===== config.mk =====
export PLATFORM = sky130hd
export DESIGN_NAME = signed_serial_addition
export DESIGN_NICKNAME = d
export VERILOG_FILES = /design/src/rtl/signed_serial_addition_pkg.sv /design/src/rtl/signed_serial_addition_serial_addsub_bit.sv /design/src/rtl/signed_serial_addition.sv
export SDC_FILE = /design/constraint.sdc
export NUM_CORES = 1
export LEC_CHECK = 0
export CAP_MARGIN = 0
export CORE_UTILIZATION = 57
export DETAILED_ROUTE_END_ITERATION = 10
export PLACE_DENSITY = 0.8
export SLEW_MARGIN = 20
export SYNTH_ARGS = -nofsm -noshare
export SYNTH_HDL_FRONTEND = slang
export SYNTH_SLANG_ARGS = --single-unit

===== constraint.sdc =====
create_clock -name clk -period 4.8 [get_ports clk]
set_input_delay 1.44 -clock clk [delete_from_list [all_inputs] [get_ports clk]]
set_output_delay 1.44 -clock clk [all_outputs]
set_load 0.01 [all_outputs]

===== src/rtl/signed_serial_addition_pkg.sv =====
// Shared constants and enumerations for the bit-serial sign-magnitude adder.
// W is the full operand width; MAG is the magnitude width below the sign bit.
package signed_serial_addition_pkg;

    localparam int W     = 16;
    localparam int MAG   = W - 1;
    localparam int CNT_W = $clog2(MAG);

    localparam logic [CNT_W-1:0] CNT_LAST = CNT_W'(MAG - 1);

    typedef enum logic [1:0] {
        IDLE,
        CMP,
        RUN,
        DONE
    } state_t;

    typedef enum logic {
        OP_ADD,
        OP_SUB
    } op_t;

endpackage


===== src/rtl/signed_serial_addition_serial_addsub_bit.sv =====
// One-bit full adder / full subtractor cell used by the serial datapath.
// cout is the carry when adding and the borrow when subtracting (x - y - cin).
module serial_addsub_bit
    import signed_serial_addition_pkg::*;
(
    input  logic x_bit,
    input  logic y_bit,
    input  logic cin,
    input  op_t  op,
    output logic s_bit,
    output logic cout
);

    logic x_xor_y;

    always_comb begin
        x_xor_y = x_bit ^ y_bit;
        s_bit   = x_xor_y ^ cin;
        if (op == OP_ADD) begin
            cout = (x_bit & y_bit) | (cin & x_xor_y);
        end else begin
            cout = (~x_bit & y_bit) | (cin & ~x_xor_y);
        end
    end

endmodule


===== src/rtl/signed_serial_addition.sv =====
// Bit-serial sign-magnitude adder: one magnitude bit per cycle, LSB first,
// with valid/ready handshakes on both the operand and the result side.
//
// state | meaning
// IDLE  | in_ready high, waiting for operands
// CMP   | compare magnitudes, pick operation, order and result sign
// RUN   | one magnitude bit per cycle through the serial cell
// DONE  | out_valid high, result held until out_ready
module signed_serial_addition
    import signed_serial_addition_pkg::*;
(
    input  logic         clk,
    input  logic         rst,
    input  logic         in_valid,
    output logic         in_ready,
    input  logic [W-1:0] a,
    input  logic [W-1:0] b,
    output logic         out_valid,
    input  logic         out_ready,
    output logic [W-1:0] sum,
    output logic         ovf,
    output logic         busy
);

    state_t state, state_nxt;

    logic [W-1:0]     a_q, b_q;
    logic [MAG-1:0]   x_sr, y_sr, res_q;
    logic [CNT_W-1:0] cnt_q;
    op_t              op_q;
    logic             rsign_q;
    logic             carry_q;
    logic [W-1:0]     sum_q;
    logic             ovf_q;

    logic [MAG-1:0] mag_a, mag_b;
    logic           sign_a, sign_b;
    logic           signs_equal, a_greater, mag_tie;
    logic [MAG-1:0] x_init, y_init;
    op_t            op_init;
    logic           rsign_init;

    logic           s_bit, cout;
    logic [MAG-1:0] res_next;
    logic           last_bit;

    // ------------------------------------------------------------------
    // State register and next-state / handshake logic
    // ------------------------------------------------------------------
    always_ff @(posedge clk or posedge rst) begin
        if (rst) begin
            state <= IDLE;
        end else begin
            state <= state_nxt;
        end
    end

    always_comb begin
        state_nxt = state;
        in_ready  = 1'b0;
        out_valid = 1'b0;
        busy      = 1'b1;
        unique case (state)
            IDLE: begin
                in_ready = 1'b1;
                busy     = 1'b0;
                if (in_valid) begin
                    state_nxt = CMP;
                end
            end
            CMP: begin
                state_nxt = RUN;
            end
            RUN: begin
                if (last_bit) begin
                    state_nxt = DONE;
                end
            end
            DONE: begin
                out_valid = 1'b1;
                if (out_ready) begin
                    state_nxt = IDLE;
                end
            end
            default: begin
                state_nxt = IDLE;
            end
        endcase
    end

    // ------------------------------------------------------------------
    // Magnitude compare: -0 has magnitude 0 and simply falls out as zero
    // ------------------------------------------------------------------
    always_comb begin
        mag_a       = a_q[MAG-1:0];
        mag_b       = b_q[MAG-1:0];
        sign_a      = a_q[W-1];
        sign_b      = b_q[W-1];
        signs_equal = (sign_a == sign_b);
        a_greater   = (mag_a > mag_b);
        mag_tie     = (mag_a == mag_b);

        x_init     = mag_a;
        y_init     = mag_b;
        op_init    = OP_ADD;
        rsign_init = sign_a;

        if (!signs_equal) begin
            op_init = OP_SUB;
            if (a_greater || mag_tie) begin
                x_init = mag_a;
                y_init = mag_b;
            end else begin
                x_init = mag_b;
                y_init = mag_a;
            end
            if (mag_tie) begin
                rsign_init = 1'b0;
            end else if (a_greater) begin
                rsign_init = sign_a;
            end else begin
                rsign_init = sign_b;
            end
        end
    end

    serial_addsub_bit u_bit_cell (
        .x_bit (x_sr[0]),
        .y_bit (y_sr[0]),
        .cin   (carry_q),
        .op    (op_q),
        .s_bit (s_bit),
        .cout  (cout)
    );

    // Result bits enter from the MSB side so the LSB lands at bit 0 after MAG shifts.
    assign res_next = {s_bit, res_q[MAG-1:1]};
    assign last_bit = (cnt_q == CNT_LAST);

    // ------------------------------------------------------------------
    // Datapath
    // ------------------------------------------------------------------
    always_ff @(posedge clk or posedge rst) begin
        if (rst) begin
            a_q     <= '0;
            b_q     <= '0;
            x_sr    <= '0;
            y_sr    <= '0;
            res_q   <= '0;
            cnt_q   <= '0;
            op_q    <= OP_ADD;
            rsign_q <= 1'b0;
            carry_q <= 1'b0;
            sum_q   <= '0;
            ovf_q   <= 1'b0;
        end else begin
            case (state)
                IDLE: begin
                    if (in_valid) begin
                        a_q <= a;
                        b_q <= b;
                    end
                end
                CMP: begin
                    x_sr    <= x_init;
                    y_sr    <= y_init;
                    op_q    <= op_init;
                    rsign_q <= rsign_init;
                    carry_q <= 1'b0;
                    cnt_q   <= '0;
                    res_q   <= '0;
                end
                RUN: begin
                    x_sr    <= {1'b0, x_sr[MAG-1:1]};
                    y_sr    <= {1'b0, y_sr[MAG-1:1]};
                    res_q   <= res_next;
                    carry_q <= cout;
                    cnt_q   <= cnt_q + CNT_W'(1);
                    if (last_bit) begin
                        // A zero magnitude never carries a negative sign, even after wrap.
                        sum_q <= {rsign_q & (|res_next), res_next};
                        ovf_q <= (op_q == OP_ADD) & cout;
                    end
                end
                default: begin
                end
            endcase
        end
    end

    assign sum = sum_q;
    assign ovf = ovf_q;

endmodule

Yosys cells after proc, flatten, opt, wreduce, memory -nomap -nowiden

Cells that the tools add are included.

Flip-flop bits (word level): 103
Input port bits: 36
Output and inout port bits: 20
Logic and storage cells: 64

Add/subtract/negate cells: 1
Order comparisons: 1
Eq/ne operators: 9
Muxes and demuxes: 21
Bitwise gates (word level): 13
Reduce and logical (&&, ||, !) cells: 7

Operators by type and width:

| cell                | number |
|---|---|
| $pmux 15 s2         | 3 |
| $mux 15             | 4 |
| $eq 15x15->1        | 1 |
| $gt 15x15->1        | 1 |
| $reduce_or 15->1    | 1 |
| $mux 1              | 8 |
| $pmux 2 s4          | 1 |
| $pmux 4 s2          | 1 |
| $and 1x1->1         | 6 |
| $mux 2              | 3 |
| $ne 2x2->1 const B  | 3 |
| $add 4x1->4 const B | 1 |
| $eq 2x2->1 const B  | 2 |
| $eq 4x4->1 const B  | 1 |
| $reduce_and 2->1    | 2 |
| $not 1->1           | 3 |
| $reduce_and 3->1    | 1 |
| $eq 2x1->1 const B  | 1 |
| $logic_not 2->1     | 1 |
| $or 1x1->1          | 2 |
| $pmux 1 s2          | 1 |
| $reduce_bool 2->1   | 1 |
| $xor 1x1->1         | 2 |
| $eq 1x1->1          | 1 |
| $logic_or 1x1->1    | 1 |

Longest topological paths before layout

Depth after elaboration: 6
Gate-level depth with buffers: 9

Hierarchy

Synthesis repeated with hierarchy kept, for this count alone.

Cells, all modules: 507
Area total of the unflattened synthesis: 5,127.4 µm²

By module, submodules not included:

| module                 | instances | cells each | area an instance (µm²) | sequential area each (µm²) |
|---|---|---|---|---|
| signed_serial_addition | 1         | 501        | 5,066.1                | 2,552.4 |
| serial_addsub_bit      | 1         | 6          | 61.3                   | 0.0 |

Least setup slack after synthesis

Ideal clock, no wire load.

Path type: input port to flip-flop
Start: input in_valid
End: register a_q[0]
Library setup time: 0.125 ns
Arrival time: 2.270 ns
Path slack: 2.405 ns
Stages: 3
Path buffers: 1
Path through: nand2_1 -> buf_1 -> mux2_2

Word-level cells in the longest chain between the ends: 1

RTL lines:

| element                    | line                          | RTL |
|---|---|---|
| start: declaration         | signed_serial_addition.sv:14  | `input logic in_valid,` |
| $reduce_and 2->1 (no line) | -                             |  |
| end signal: assignment     | signed_serial_addition.sv:145 | `a_q <= '0;` |
| end signal: assignment     | signed_serial_addition.sv:160 | `a_q <= a;` |
| end: declaration           | signed_serial_addition.sv:27  | `logic [W-1:0] a_q, b_q;` |

No other way between the ends.
A chain may end at the register's enable or synchronous reset.

Worst setup path after layout

Start: register state[0]
End: output busy

Word-level cells in the longest chain between the ends: 2

RTL lines:

| element                  | line                         | RTL |
|---|---|---|
| start: declaration       | signed_serial_addition.sv:25 | `state_t state, state_nxt;` |
| start signal: assignment | signed_serial_addition.sv:54 | `state <= state_nxt;` |
| $logic_not 2->1          | signed_serial_addition.sv:63 | `unique case (state)` |
| $mux 1                   | signed_serial_addition.sv:63 |  |
| end: declaration         | signed_serial_addition.sv:22 | `output logic busy` |

No other way between the ends.

==> results.yml <==
sta:
  finClkSkew_ps: 12.1
  slew_headroom_pct: 37.2
  maxSlewViolCount: 0
  period_share_pct: 64.9
  hold_viol_final: 0
  finalSetupViolations: 0
  fmax_ghz: 0.321
  rsz0062_at_grt: "no"
  timing.final.ws_setup_ps: 1690
  totalNegativeSetupSlack_ps: 0
  min_period_ps: 3110
  tightest_slew_ps: 940
global_routing:
  grt_pass1_wl_um: 18100
  grt_max_degree: 61
  grt_pass1_vias: 3987
  grtUsageTotal_pct: 23.5
  overflow: 0
  antenna_found_initial: 0
cells_and_area:
  antenna-diode-count: 0
  final_cell_area_um2: 5920
  fin_cells: 667
  fill_cells: 694
  final_nets: 613
  layout-drive-gt1-share_pct: 11.8
  area_growth_pct: 15.3
run_status:
  outcome: "complete, no violations"
drt:
  wl_per_cell_um: 15.4
  avgViaCountPerCell: 5.67
  drtPass1Iterations: 4
  postRouteAntennaNets: 0
  vias: 3783
  route.detailed.drc: 0
  wl_um: 10300
  drtIter0Drc: 157
critical_path:
  r2r_cells: 6
  r2r_end: "x_sr[6]"
  r2r_slack_ps: 1960
  crit_end: "busy"
  crit_family: "buffers and inverters"
  max_stage_delay_ps: 530
  cp.required_ps: 3360
  cp.depth: 4
  crit_chain: "inv_1 > ha_2 > inv_1 > clkdlybuf4s50_1"
  arrival_ps: 1670
  end_kind: "output pin"
  start_kind: "register"
  cpMostUsedCell: "inv_1"
  path_buf_inv: 3
  r2r-start: "state[0]"
  startpoint: "state[0]"
  slowest_stage: "clkdlybuf4s50_1"
  crit_type: "register to output pin"
  crit_fanout: 4
synthesis:
  synth_fp_nets: 569
  async_reset_ff_share_pct: 100
  synthTopCellsByArea: "dfrtp_1 (50%), mux2_2 (7.5%), a21oi_1 (6.6%)"
  ys.flop_type: "dfrtp_1"
  netlist_instances: 510
  synth_top_cell_by_area: "dfrtp_1"
  yosysSeqAreaShare_pct: 49.7
  synth_cell_types: 33
  synth-edff-count: 0
  synth_seq_cells: 102
  syn_avg_cell_area_um2: 10.1
  netlist_area_um2: 5140
  synth_top_cell_area_share_pct: 49.7
  yosys_warnings: 0
pwr:
  peakVddDrop_uv: 482
  switching_share_pct: 44.2
  p_leak_nw: 2.61
  p_seq_share_pct: 32.8
  power_frac_comb_pct: 55.7
  finalPower_mw: 4.34
  p_int_mw: 2.42
  switchingPower_mw: 1.92
  power_density_nw_per_um2: 733
  clockPowerShare_pct: 11.5
clock_tree:
  post-cts-setup-buffers: 0
  ctsResizeCount: 0
  cts.clk_slew.worst_paths_ps: 100
  tritoncts: "done"
  clk_path_buf_depth: 2
  clock-root-buffer: "clkbuf_8"
  ctsHoldBuffers: 0
  cts_made_buffers: 9
  clock_sinks: 102
  clk_latency_ps: 370
  htree_levels: 3
place:
  portBuffers: 55
  dp_slack_ps: 1950
  gp_congestion: 0.758
  dpl.hpwl_um: 7060
  placed_area_um2: 5720
  dp_cells: 650
run:
  max_cap_violations: 0
die:
  start_util_pct: 58.9
  rows: 34
  boundaryPins: 56
  dieArea_um2: 9390
  die_h_um: 96.9
  die_w_um: 96.9
  coreArea_um2: 8720
min_path:
  hold_path_depth: 2
  hold_path.class: "register to register"
==> worst reg2reg max path, stage by stage, from the launching register on <==
cell and delay [ps]:
dfrtp_1 410, inv_1 90, ha_2 780, nand2_1 770, o22ai_1 420, a21oi_1 80
mux2i_1 200
==> synth_stat cells, drive strengths merged, types with 4 or more instances <==
| cell | count |
|---|---|
| nor2 | 4 |
| nand4 | 5 |
| nor4 | 4 |
| mux2i | 30 |
| dfrtp | 102 |
| ha | 21 |
| nand2 | 27 |
| o22ai | 27 |
| a21oi | 68 |
| o21ai | 48 |
| inv | 70 |
| clkbuf | 18 |
| mux2 | 34 |
| nor2b | 4 |
| buf | 12 |
| nand3 | 23 |
==> state kept, by name (all words and copies together) (netlist names) <==
name,count
b_q,16
ovf,1
cnt_q,4
state,2
carry_q,1
op_q,1
sum,16
y_sr,15
x_sr,15
a_q,16
rsign_q,1
res_q,14
==> layer usage <==
metal  GRT usage, %  vias to the layer above  share of wire, %
li1               -                     1838                 -
met4           7.35                        0               1.3
met2           42.5                       75                53
met5              0                        -                 0
met3           4.48                       13               2.8
met1           28.2                     1857                43
==> metrics by stage <==
step / utilization [%] / hold WS [ps]
after floorplan: - / 497
after global placement: 65.6 / 461
after detailed placement: 65.6 / 470
after CTS: 67.6 / 492
after global routing: 67.9 / 523
final: 67.9 / 485
==> cell families (layout without fill, tap and decap cells) <==
family	Yosys count	in the layout	share of synthesized area, %
compound gates	147	147	15.2
buf+inv	100	149	8.43
simple gates	73	73	7.26
xor+xnor	1	1	0.171
flops	102	102	49.7
mux	64	64	13.3
fa+ha+maj	23	23	5.90
==> power by group through the flow <==
| stage | registers [mW] | clock network (mW) | logic [mW] |
|---|---|---|---|
| finish | 1.43 | 0.501 | 2.42 |
| global route | 1.46 | 0.553 | 2.69 |
| CTS | 1.42 | 0.509 | 2.35 |
| detailed placement | 1.43 | 0 | 2.35 |
| global placement | 1.41 | 0 | 2.19 |
| floorplan | 1.35 | 0 | 2.03 |
==> worst min path at each step <==
stage | from | endpoint | slack, ps
floorplan | rsign_q | sum[15] | 500
global placement | sum[8] | sum[8] | 460
detailed placement | sum[9] | sum[9] | 470
CTS | sum[9] | sum[9] | 490
global route | sum[10] | sum[10] | 520
finish | sum[9] | sum[9] | 480
==> area by class of cell <==
class	instances	area (µm²)	share of cell area (%)
clock inverters	7	55.1	0.929
flip-flops and latches	102	2550	43.1
well taps	108	135	2.28
inverters	70	265	4.48
clock buffers	9	124	2.09
multi-input cells	308	2160	36.5
repair buffers	63	631	10.6
==> layout by cell type, fill, tap and decap left out, types with 2 or more instances in the layout <==
| cell type | count |
|---|---|
| a21oi_1 | 68 |
| buf_4 | 7 |
| clkbuf_8 | 9 |
| clkdlybuf4s50_1 | 55 |
| clkinvlp_4 | 2 |
| dfrtp_1 | 102 |
| fa_1 | 2 |
| ha_1 | 20 |
| inv_1 | 69 |
| inv_6 | 3 |
| mux2_2 | 34 |
| mux2i_1 | 30 |
| nand2_1 | 27 |
| nand2b_1 | 2 |
| nand3_1 | 23 |
| nand4_1 | 3 |
| nand4_2 | 2 |
| nor2_1 | 4 |
| nor2b_1 | 3 |
| nor4_1 | 3 |
| o21ai_0 | 46 |
| o21ai_1 | 2 |
| o22ai_1 | 27 |
Note: power is estimated with default switching activity, not from simulation.
